<file path="src/rtl/intpol2_d4_ctrl_fsm.sv">
// Control state machine for the second-order, factor-4 interpolator.
// Sequences window prefetch (FILL/LOAD), per-sample output phases (CALC),
// next-sample fetch (NEXT) and the end-of-run pulse (DONE). All strobes are
// combinational decodes of the registered state, phase and current inputs,
// so FIFO flags gate traffic in the very cycle they are seen.
module intpol2_d4_ctrl_fsm #(
    parameter int PH_BITS = 2
) (
    input  logic               clk,
    input  logic               rstn,
    input  logic               clear,
    input  logic               start,
    input  logic               mode,
    input  logic               Empty,
    input  logic               Afull,
    input  logic               comp_addr,
    input  logic               comp_cnt,
    output logic               busy,
    output logic               done,
    output logic               en_M_addr,
    output logic               Read_Enable,
    output logic               Write_Enable,
    output logic               en_sum,
    output logic [PH_BITS-1:0] phase
);

    typedef enum logic [2:0] {
        IDLE,
        FILL,
        LOAD,
        CALC,
        NEXT,
        DONE
    } state_t;

    localparam logic [PH_BITS-1:0] PH_LAST = '1;

    state_t state;
    logic   mode_r;
    logic   last_ph;

    // Output decode: strobes depend on state, phase and the live FIFO flags.
    always_comb begin
        busy         = 1'b0;
        done         = 1'b0;
        en_M_addr    = 1'b0;
        Read_Enable  = 1'b0;
        Write_Enable = 1'b0;
        en_sum       = 1'b0;
        // Pass-through emits a single write per input, so phase 0 is final.
        last_ph      = mode_r ? (phase == '0) : (phase == PH_LAST);
        case (state)
            FILL: begin
                busy = 1'b1;
            end
            LOAD: begin
                busy = 1'b1;
                // An empty FIFO before the window is complete aborts the
                // prefetch; dropping en_M_addr restarts its counter.
                if (!(Empty && !comp_addr)) begin
                    en_M_addr   = 1'b1;
                    Read_Enable = ~comp_addr;
                end
            end
            CALC: begin
                busy         = 1'b1;
                Write_Enable = ~Afull;
                en_sum       = ~Afull & last_ph;
            end
            NEXT: begin
                busy        = 1'b1;
                Read_Enable = ~Empty;
            end
            DONE: begin
                done = 1'b1;
            end
            default: begin
            end
        endcase
    end

    // State, phase and latched mode; clear overrides every transition.
    always_ff @(posedge clk or negedge rstn) begin
        if (!rstn) begin
            state  <= IDLE;
            phase  <= '0;
            mode_r <= 1'b0;
        end else if (clear) begin
            state <= IDLE;
            phase <= '0;
        end else begin
            case (state)
                IDLE: begin
                    if (start) begin
                        mode_r <= mode;
                        state  <= FILL;
                    end
                end
                FILL: begin
                    if (!Empty) begin
                        state <= LOAD;
                    end
                end
                LOAD: begin
                    if (comp_addr) begin
                        state <= CALC;
                        phase <= '0;
                    end else if (Empty) begin
                        state <= FILL;
                    end
                end
                CALC: begin
                    // Afull holds phase; comp_cnt is judged before en_sum lands.
                    if (Write_Enable) begin
                        if (last_ph) begin
                            phase <= '0;
                            state <= comp_cnt ? DONE : NEXT;
                        end else begin
                            phase <= phase + 1'b1;
                        end
                    end
                end
                NEXT: begin
                    if (!Empty) begin
                        state <= CALC;
                        phase <= '0;
                    end
                end
                DONE: begin
                    state <= IDLE;
                end
                default: begin
                    state <= IDLE;
                end
            endcase
        end
    end

endmodule

</file>
<file path="config.mk">
export PLATFORM = sky130hd
export DESIGN_NAME = intpol2_d4_ctrl_fsm
export DESIGN_NICKNAME = d
export VERILOG_FILES = /design/src/rtl/intpol2_d4_ctrl_fsm.sv
export SDC_FILE = /design/constraint.sdc
export NUM_CORES = 1
export LEC_CHECK = 0
export CORE_MARGIN = 4
export CORE_UTILIZATION = 40
export CTS_CLUSTER_DIAMETER = 60
export DETAILED_ROUTE_END_ITERATION = 8
export GPL_ROUTABILITY_DRIVEN = 0
export PLACE_DENSITY = 0.72
export SETUP_SLACK_MARGIN = 0.05
export SLEW_MARGIN = 10
export SYNTH_ARGS = -nofsm -noshare
export SYNTH_HDL_FRONTEND = slang
export SYNTH_SLANG_ARGS = --single-unit
export TNS_END_PERCENT = 5
</file>
<file path="constraint.sdc">
create_clock -name clk -period 1.4 [get_ports clk]
set_input_delay 0.28 -clock clk [delete_from_list [all_inputs] [get_ports clk]]
set_output_delay 0.28 -clock clk [all_outputs]
set_load 0.01 [all_outputs]
</file>
Word-level counts from Yosys, hierarchy flattened:

Cells that the tools add are included.

* equal/unequal tests: 13
* magnitude comparators: 0
* reductions and logical operators: 9
* shifts and indexed selects: 0
* mux-type cells: 25
* bitwise operators: 5
* add/sub/neg operators: 1
* divide/modulo/power cells: 0
* multiply operators: 0

Operator list (number)
* two-way mux 3 bit: 8
* != test 3 bit (second input constant): 6
* case mux 3 bit (5 select lines): 1
* two-way mux 2 bit: 5
* two-way mux 1 bit: 9
* equality test 3 x 2 -> 1 bit (second input constant): 2
* equality test 3 bit (second input constant): 2
* case mux 2 bit (3 select lines): 1
* AND reduction 6 bit: 1
* != test 4 bit (second input constant): 1
* inverter 1 bit: 4
* AND reduction 4 bit: 1
* nonzero test 4 bit: 1
* OR reduction 4 bit: 1
* equality test 3 x 1 -> 1 bit (second input constant): 1
* logical NOT 3 bit: 1
* AND reduction 3 bit: 1
* adder 2 x 1 -> 2 bit (second input constant): 1
* equality test 2 bit (second input constant): 1
* logical NOT 2 bit: 1
* case mux 1 bit (2 select lines): 1
* AND 1 bit: 1
* logical AND 1 bit: 1
* logical NOT 1 bit: 1

* memory bits (read-only): 0
* memory bits (writable): 0
* memories: 0
* output and inout bits: 8
* flip-flop bits (word level): 6
* bits in latches: 0
* input bits: 9
* logic and storage cells: 56

Logic depth before layout (Yosys ltp):

Gate-level depths: netlist (run 1).

* word-level depth: 6
* gate-level depth with buffers: 6
* gate-level depth less buffers: 6

Least setup slack after synthesis (run 1):

OpenSTA, ideal clock, no wires.

* kind: register to register
* from: register phase[0]
* to: register state[0]
* clock period less this slack: 1511 ps
* cell stages (with the launch flop): 7
* path slack: -111 ps
* data required time: 1278 ps
* path buffers: 0
* data arrival time: 1390 ps
* library setup time: 122 ps
* path through: dfrtp_1 > inv_1 > ha_1 > mux2i_1 > a32oi_4 > nor2b_4 > a32o_1

* longest elaborated chain between the ends: 4
* elaborated cells between the ends (all ways): 5
* classes of those cells: eq/ne: 2; mux: 1; reduce/logical: 2

Ends and longest elaborated chain
* start: declaration: line 24 `output logic [PH_BITS-1:0] phase`
* start signal: assignment: line 119 `phase <= phase + 1'b1;`
* equality test 2 bit / logical NOT 2 bit (equally long branches): line 51 `last_ph = mode_r ? (phase == '0) : (phase == PH_LAST);`
* two-way mux 1 bit (*): line 51
* != test 3 bit (no line) (*)
* AND reduction 6 bit (no line) (*)
* end signal: assignment: line 117 `state <= comp_cnt ? DONE : NEXT;`
* end: declaration: line 38 `state_t state;`

Every way passes the cells marked *; elsewhere a longest branch is shown, timed or not.
A chain may end at the register's enable or synchronous reset.

Final worst setup path (run 1):

* from: register state[0]
* to: register state[0]

* longest elaborated chain between the ends: 4
* elaborated cells between the ends (all ways): 15
* classes of those cells: eq/ne: 10; mux: 3; reduce/logical: 2

Ends and longest elaborated chain
* equality test 3 x 2 -> 1 bit: line 52, 92
* two-way mux 1 bit: line 52 `case (state)`
* != test 3 bit (no line)
* AND reduction 6 bit (no line)

Several ways; a longest one is shown, not always the timed one.

==> results of run 1 <==
## report_power, final
| part | leakage, uW | switching [uW] | internal, uW |
|---|---|---|---|
| clock | 0.0000138 | 59.6 | 96.8 |
| combinational | 0.000392 | 513 | 714 |
| sequential | 0.0000746 | 94.6 | 231 |
| total | 0.000480 | 667 | 1040 |
## cells in the final DEF, fill, tap and decap left out, types with 2 or more instances in the layout
cell type / netlist / routed
nor3_2: 0 / 2
buf_4: 1 / 19
nand2b_4: 0 / 2
nand4b_1: 4 / 4
nor2b_4: 1 / 2
nand2_1: 2 / 2
clkbuf_4: 0 / 3
dlygate4sd2_1: 0 / 5
nand3_1: 2 / 2
inv_2: 1 / 4
dfrtp_2: 0 / 3
buf_6: 2 / 10
xnor2_1: 2 / 2
dfrtp_1: 6 / 3
nor2_4: 0 / 4
mux2i_1: 3 / 2
nor2_1: 7 / 3
buf_2: 0 / 6
a21oi_2: 1 / 2
clkdlybuf4s50_1: 0 / 5
## critical path: stages (launching register included)
cell and delay [ns]:
dfrtp_2 0.43, buf_6 0.14, buf_6 0.10, nand4bb_4 0.22, a21oi_2 0.14, buf_6 0.14, nor2b_4 0.04, a32o_1 0.20
## state kept, by name (all words and copies together) (netlist names)
signal	count
state	3
phase	2
mode_r	1
## cell type report
type,count,share of cell area (%)
multi-input combinational,47,45.83
timing repair buffer,45,34.63
sequential,6,14.06
clock buffer,3,2.057
inverter,5,1.714
tap,15,1.714
## routing by layer
| layer | wire length [um] | GRT usage, % |
|---|---|---|
| met3 | 94 | 4.348 |
| met5 | 0 | 0 |
| met1 | 748 | 25.30 |
| met2 | 1054 | 37.88 |
| met4 | 36 | 11.36 |
## cells by family after synthesis
kind of cell             synth area share (%)
multiplexers                            7.237
flip-flops                              26.32
adder cells (fa/ha/maj)                 4.385
AND/OR/NAND/NOR                         32.90
AO/OA/AOI/OAI                           17.55
buffers and inverters                   8.551
XOR/XNOR                                3.071
## worst paths after layout
| check | from | endpoint | slack [ns] | cells past startpoint |
|---|---|---|---|---|
| max | state[0] | state[0] | -0.13 | 7 |
| min | rstn | phase[0] | 0.28 | 1 |
| max reg2reg | state[0] | state[0] | -0.13 | 7 |
| min reg2reg | phase[1] | phase[1] | 0.60 | 2 |
| max in group asynchronous | rstn | state[1] | 0.88 | 1 |
| min in group clk | phase[1] | phase[1] | 0.60 | 2 |
## per-stage QoR
| stage | setup slack [ns] | instances | power (uW) |
|---|---|---|---|
| global route | -0.2041 | 121 | 1839 |
| global placement | -0.4539 | 113 | 1230 |
| floorplan | 0.01610 | 61 | 811.1 |
| detailed placement | -0.4882 | 113 | 1261 |
| CTS | -0.1370 | 119 | 1619 |
| finish | -0.1314 | 121 | 1709 |
## what timing repair did
item / 4_1_cts / 5_1_grt
pin swaps: 9 / 6
cloned: 0 / 0
gates resized for setup: 53 / 11
setup endpoints to repair: 14 / 12
buffers inserted: 3 / 2
==> flow_metrics.env, run 1 <==
export IMPL_synth_seq_cells=6
export IMPL_detailed_place_hpwl_um=1396
export IMPL_firstDrtPassIters=4
export IMPL_max_slew_margin_rel_pct=78.38
export IMPL_ctsHtreeMaxLevel=1
export IMPL_diodes=0
export IMPL_grt_start_max_net_pins=11
export IMPL_vias=659
export IMPL_p_leak_uw=0.0004802
export IMPL_ctsHoldBuffers=0
export IMPL_rsz0062_at_grt="yes"
export IMPL_fin_tns_setup_ns=-0.8314
export IMPL_hold_ws_ns=0.2763
export IMPL_grt_usage_pct=21.97
export IMPL_final_cell_area_mm2=0.001095
export IMPL_ys_seq_area_share_pct=26.32
export IMPL_ys_top_cells_by_area="dfrtp_1 (26%), nand4b_1 (6.1%), mux2i_1 (5.3%)"
export IMPL_via_per_inst=5.446
export IMPL_die_area_mm2=0.002094
export IMPL_vdd_drop_max_v=0.001082
export IMPL_arrival_ns=1.66
export IMPL_die_y_um=45.77
export IMPL_synth_avg_cell_area_um2=9.353
export IMPL_synth_top_area_share_pct=26.32
export IMPL_fin_ws_ns=-0.1314
export IMPL_synth_distinct_cells=33
export IMPL_worstSetupEndpointType="flop"
export IMPL_synth_largest_area_cell="dfrtp_1"
export IMPL_fillers=86
export IMPL_postPlaceCellArea_um2=923.4
export IMPL_fin_crit_ns=1.531
export IMPL_core_area_mm2=0.001318
export IMPL_die_w_um=45.77
export IMPL_synthMostInstantiatedCell="nor2_1"
export IMPL_gr_total_overflow=0
export IMPL_pin_count=17
export IMPL_rows=13
export IMPL_period_share_pct=109.4
export IMPL_antenna_left=0
export IMPL_fin_nets=119
export IMPL_syn_inst=61
export IMPL_hold_violations=0
export IMPL_cap_violations=0
export IMPL_cts_root_buf="clkbuf_4"
export IMPL_status="complete, but fails checks"
export IMPL_grt_pass1_vias=654
export IMPL_path_class="reg2reg"
export IMPL_drc=0
export IMPL_violations="setup timing"
export IMPL_setup_viol=10
export IMPL_start_util_pct=43.30
export IMPL_cts_buffers_inserted=3
export IMPL_clkTransAtPathRegs_ns=0.04
export IMPL_layout_drive_gt1_share_pct=63.21
export IMPL_async_flop_share_pct=100.0
export IMPL_synthesis_nets=72
export IMPL_hp_class="in2async"
export IMPL_crit_path_max_fanout=5
export IMPL_ctsLongestPathBuffers=2
export IMPL_clock_skew_ns=0.005199
export IMPL_wl_um=1933
export IMPL_power_density_mw_per_mm2=1561
export IMPL_syn_area_um2=570.5
export IMPL_fmax_mhz=653.0
export IMPL_worstMarginPinSlew_ns=0.3240
export IMPL_synth_main_ff_cell="dfrtp_1"
export IMPL_slew_violations=0
export IMPL_synthTopCellsByCount="nor2_1 (7), dfrtp_1 (6), inv_1 (4), nand4b_1 (4)"
export IMPL_synth_warnings=0
export IMPL_seq_area_um2=153.9
export IMPL_syn2layout_area_growth_pct=91.89
export IMPL_utilization_pct=83.10
export IMPL_worst_ep_required_time_ns=1.53
export IMPL_clkLatencyLatePin_ns=0.24
export IMPL_synth_edff_count=0
export IMPL_dr_first_iter_drc_count=9
export IMPL_clkSinkCount=6
export IMPL_cts_tree="done"
export IMPL_placement_io_buffers=16
export IMPL_wl_per_cell_um=15.98
export IMPL_multiInputGateArea_um2=501.7
export IMPL_antenna_found_initial=0
export IMPL_worst_setup_path_start_kind="flop"
export IMPL_grt_pass1_wl_um=3201
Note: power is estimated with default switching activity, not from simulation.
==> run 2: changes to the inputs <==
CORE_AREA = 4 4 41 43   (was unset)
CORE_MARGIN = unset   (was 4)
CORE_UTILIZATION = unset   (was 40)
DIE_AREA = 0 0 45 47   (was unset)
PLACE_DENSITY = 0.74   (was 0.72)
SETUP_SLACK_MARGIN = 0.02   (was 0.05)
clock period = 1.7 ns   (was 1.4 ns; I/O delays follow)
==> flow_metrics.env, run 2 (synthesis gave the netlist of run 1 again) <==
export IMPL_vias=624
export IMPL_ctsLongestPathBuffers=2
export IMPL_dr_first_iter_drc_count=11
export IMPL_hold_violations=0
export IMPL_ctsHoldBuffers=0
export IMPL_fin_ws_ns=0.03715
export IMPL_place_worst_setup_slack_ns=-0.2999
export IMPL_grt_start_max_net_pins=11
export IMPL_clkLatencyLatePin_ns=0.24
export IMPL_cts_tree="done"
export IMPL_cp_endpoint="busy"
export IMPL_vdd_drop_max_v=0.0008254
export IMPL_final_cell_area_um2=925.9
export IMPL_reg2reg_to="state[0]"
export IMPL_rows=13
export IMPL_drc=0
export IMPL_crit_buf_inv=1
export IMPL_max_slew_margin_rel_pct=80.07
export IMPL_crit_path_start="state[0]"
export IMPL_start_util_pct=43.85
export IMPL_gr_total_overflow=0
export IMPL_layout_drive_gt1_share_pct=41.58
export IMPL_detailed_place_hpwl_um=1343
export IMPL_die_y_um=47
export IMPL_die_w_um=45
export IMPL_status="complete, no violations"
export IMPL_path_depth=3
export IMPL_worst_ep_required_time_ns=1.36
export IMPL_die_area_mm2=0.002115
export IMPL_final_common_cell="buf_4"
export IMPL_syn2layout_area_growth_pct=62.28
export IMPL_antenna_found_initial=0
export IMPL_ff2ff_setup_slack_ns=0.06
export IMPL_postPlaceCellArea_um2=892.1
export IMPL_slowest_delay_ns=0.48
export IMPL_pin_count=17
export IMPL_cp_top_family="flip-flops"
export IMPL_cts_buffers_inserted=3
export IMPL_multiInputGateArea_um2=385.4
export IMPL_grt_pass1_wl_um=2753
export IMPL_path_class="reg2out"
export IMPL_regMostFlops="state"
export IMPL_cap_violations=0
export IMPL_wl_per_cell_um=14.73
export IMPL_slew_violations=0
export IMPL_reg2reg_depth=6
export IMPL_crit_path_max_fanout=9
export IMPL_fin_nets=114
export IMPL_worstMarginPinSlew_ns=0.2986
export IMPL_fmax_mhz=601.4
export IMPL_fin_tns_setup_ns=0
export IMPL_final_cell_mix="buf_4 (24), clkdlybuf4s50_1 (8), nor2_1 (5)"
export IMPL_antenna_left=0
export IMPL_power_density_mw_per_mm2=1207
export IMPL_firstDrtPassIters=4
export IMPL_worstSetupEndpointType="output pin"
export IMPL_seq_area_um2=152.6
export IMPL_reg_top3="state (3), phase (2), mode_r (1)"
export IMPL_via_per_inst=5.379
export IMPL_period_share_pct=97.81
export IMPL_p_leak_uw=0.0004276
export IMPL_core_area_mm2=0.001301
export IMPL_rsz0062_at_grt="yes"
export IMPL_largest_reg_flops=3
export IMPL_worst_setup_path_start_kind="flop"
export IMPL_cts_root_buf="clkbuf_4"
export IMPL_setup_viol=0
export IMPL_diodes=0
export IMPL_clkSinkCount=6
export IMPL_fin_crit_ns=1.663
export IMPL_clkTransAtPathRegs_ns=0.05
export IMPL_clock_skew_ns=0.008351
export IMPL_hp_class="in2async"
export IMPL_r2r_start="state[1]"
export IMPL_path_cells="nor2_2 -> xnor2_1 -> dlygate4sd2_1"
export IMPL_grt_usage_pct=17.97
export IMPL_grt_pass1_vias=620
export IMPL_arrival_ns=1.32
export IMPL_fillers=109
export IMPL_placement_io_buffers=16
export IMPL_worst_path_max_delay_cell="dfrtp_2"
export IMPL_wl_um=1709
export IMPL_ctsHtreeMaxLevel=1
[run 2: cell count changes in the layout (fill, tap and decap cells not counted), moves of 4 or more]
cell           change
buf_2              -4
buf_4              +5
buf_6              -9
dlygate4sd2_1      -4
[run 2: timing repair]
action / in CTS / in global routing
setup endpoints to repair: 6 / 6
gates resized for setup: 13 / 14
buffers inserted: 0 / 1
pin swaps: 0 / 1
cloned: 0 / 0
[run 2: worst min-delay path by stage]
| stage | endpoint | slack [ns] | cells past startpoint |
|---|---|---|---|
| after floorplan | mode_r | 0.04 | 0 |
| after global placement | mode_r | 0.52 | 1 |
| after detailed placement | mode_r | 0.54 | 1 |
| after CTS | phase[0] | 0.34 | 1 |
| after global routing | phase[0] | 0.34 | 1 |
| final | phase[0] | 0.34 | 1 |
[run 2: report_power, final]
group | internal, uW | total [uW] | switching [uW]
registers | 189 | 264 | 75.0
logic | 404 | 725 | 321
clock network | 79.7 | 128 | 48.7
total | 673 | 1120 | 445
[run 2: layer usage]
metal  global-route usage [%]  part of all wire (%)  vias up
met5                        0                     0        -
met4                    4.678                  0.47        0
met3                    3.831                   3.2        2
met2                    31.36                    52       15
met1                    22.45                    44      303
li1                         -                     -      304
[run 2: metrics by stage]
stage | cells | utilization (%) | hold slack [ns] | total power (uW)
global route | 116 | 71.15 | 0.3444 | 1198
finish | 116 | 71.15 | 0.3368 | 1118
CTS | 115 | 70.77 | 0.3378 | 1099
floorplan | 61 | - | 0.04441 | 627.8
detailed placement | 112 | 68.56 | 0.5374 | 965.7
global placement | 112 | 68.56 | 0.5194 | 946.9
[run 2: cell type report]
type                            instances  share of cell area (%)
Inverter                                5                   2.027
Sequential cell                         6                   16.49
Timing Repair Buffer                   40                   35.41
Tap cell                               15                   2.027
Clock buffer                            3                   2.432
Multi-Input combinational cell         47                   41.62
[run 2: worst register-to-register path, delay by kind of cell, from the launching register on]
family / cells / cell delay (ns)
buffers and inverters: 2 / 0.31
AND/OR/NAND/NOR: 2 / 0.26
AO/OA/AOI/OAI: 2 / 0.50
flip-flops: 1 / 0.45
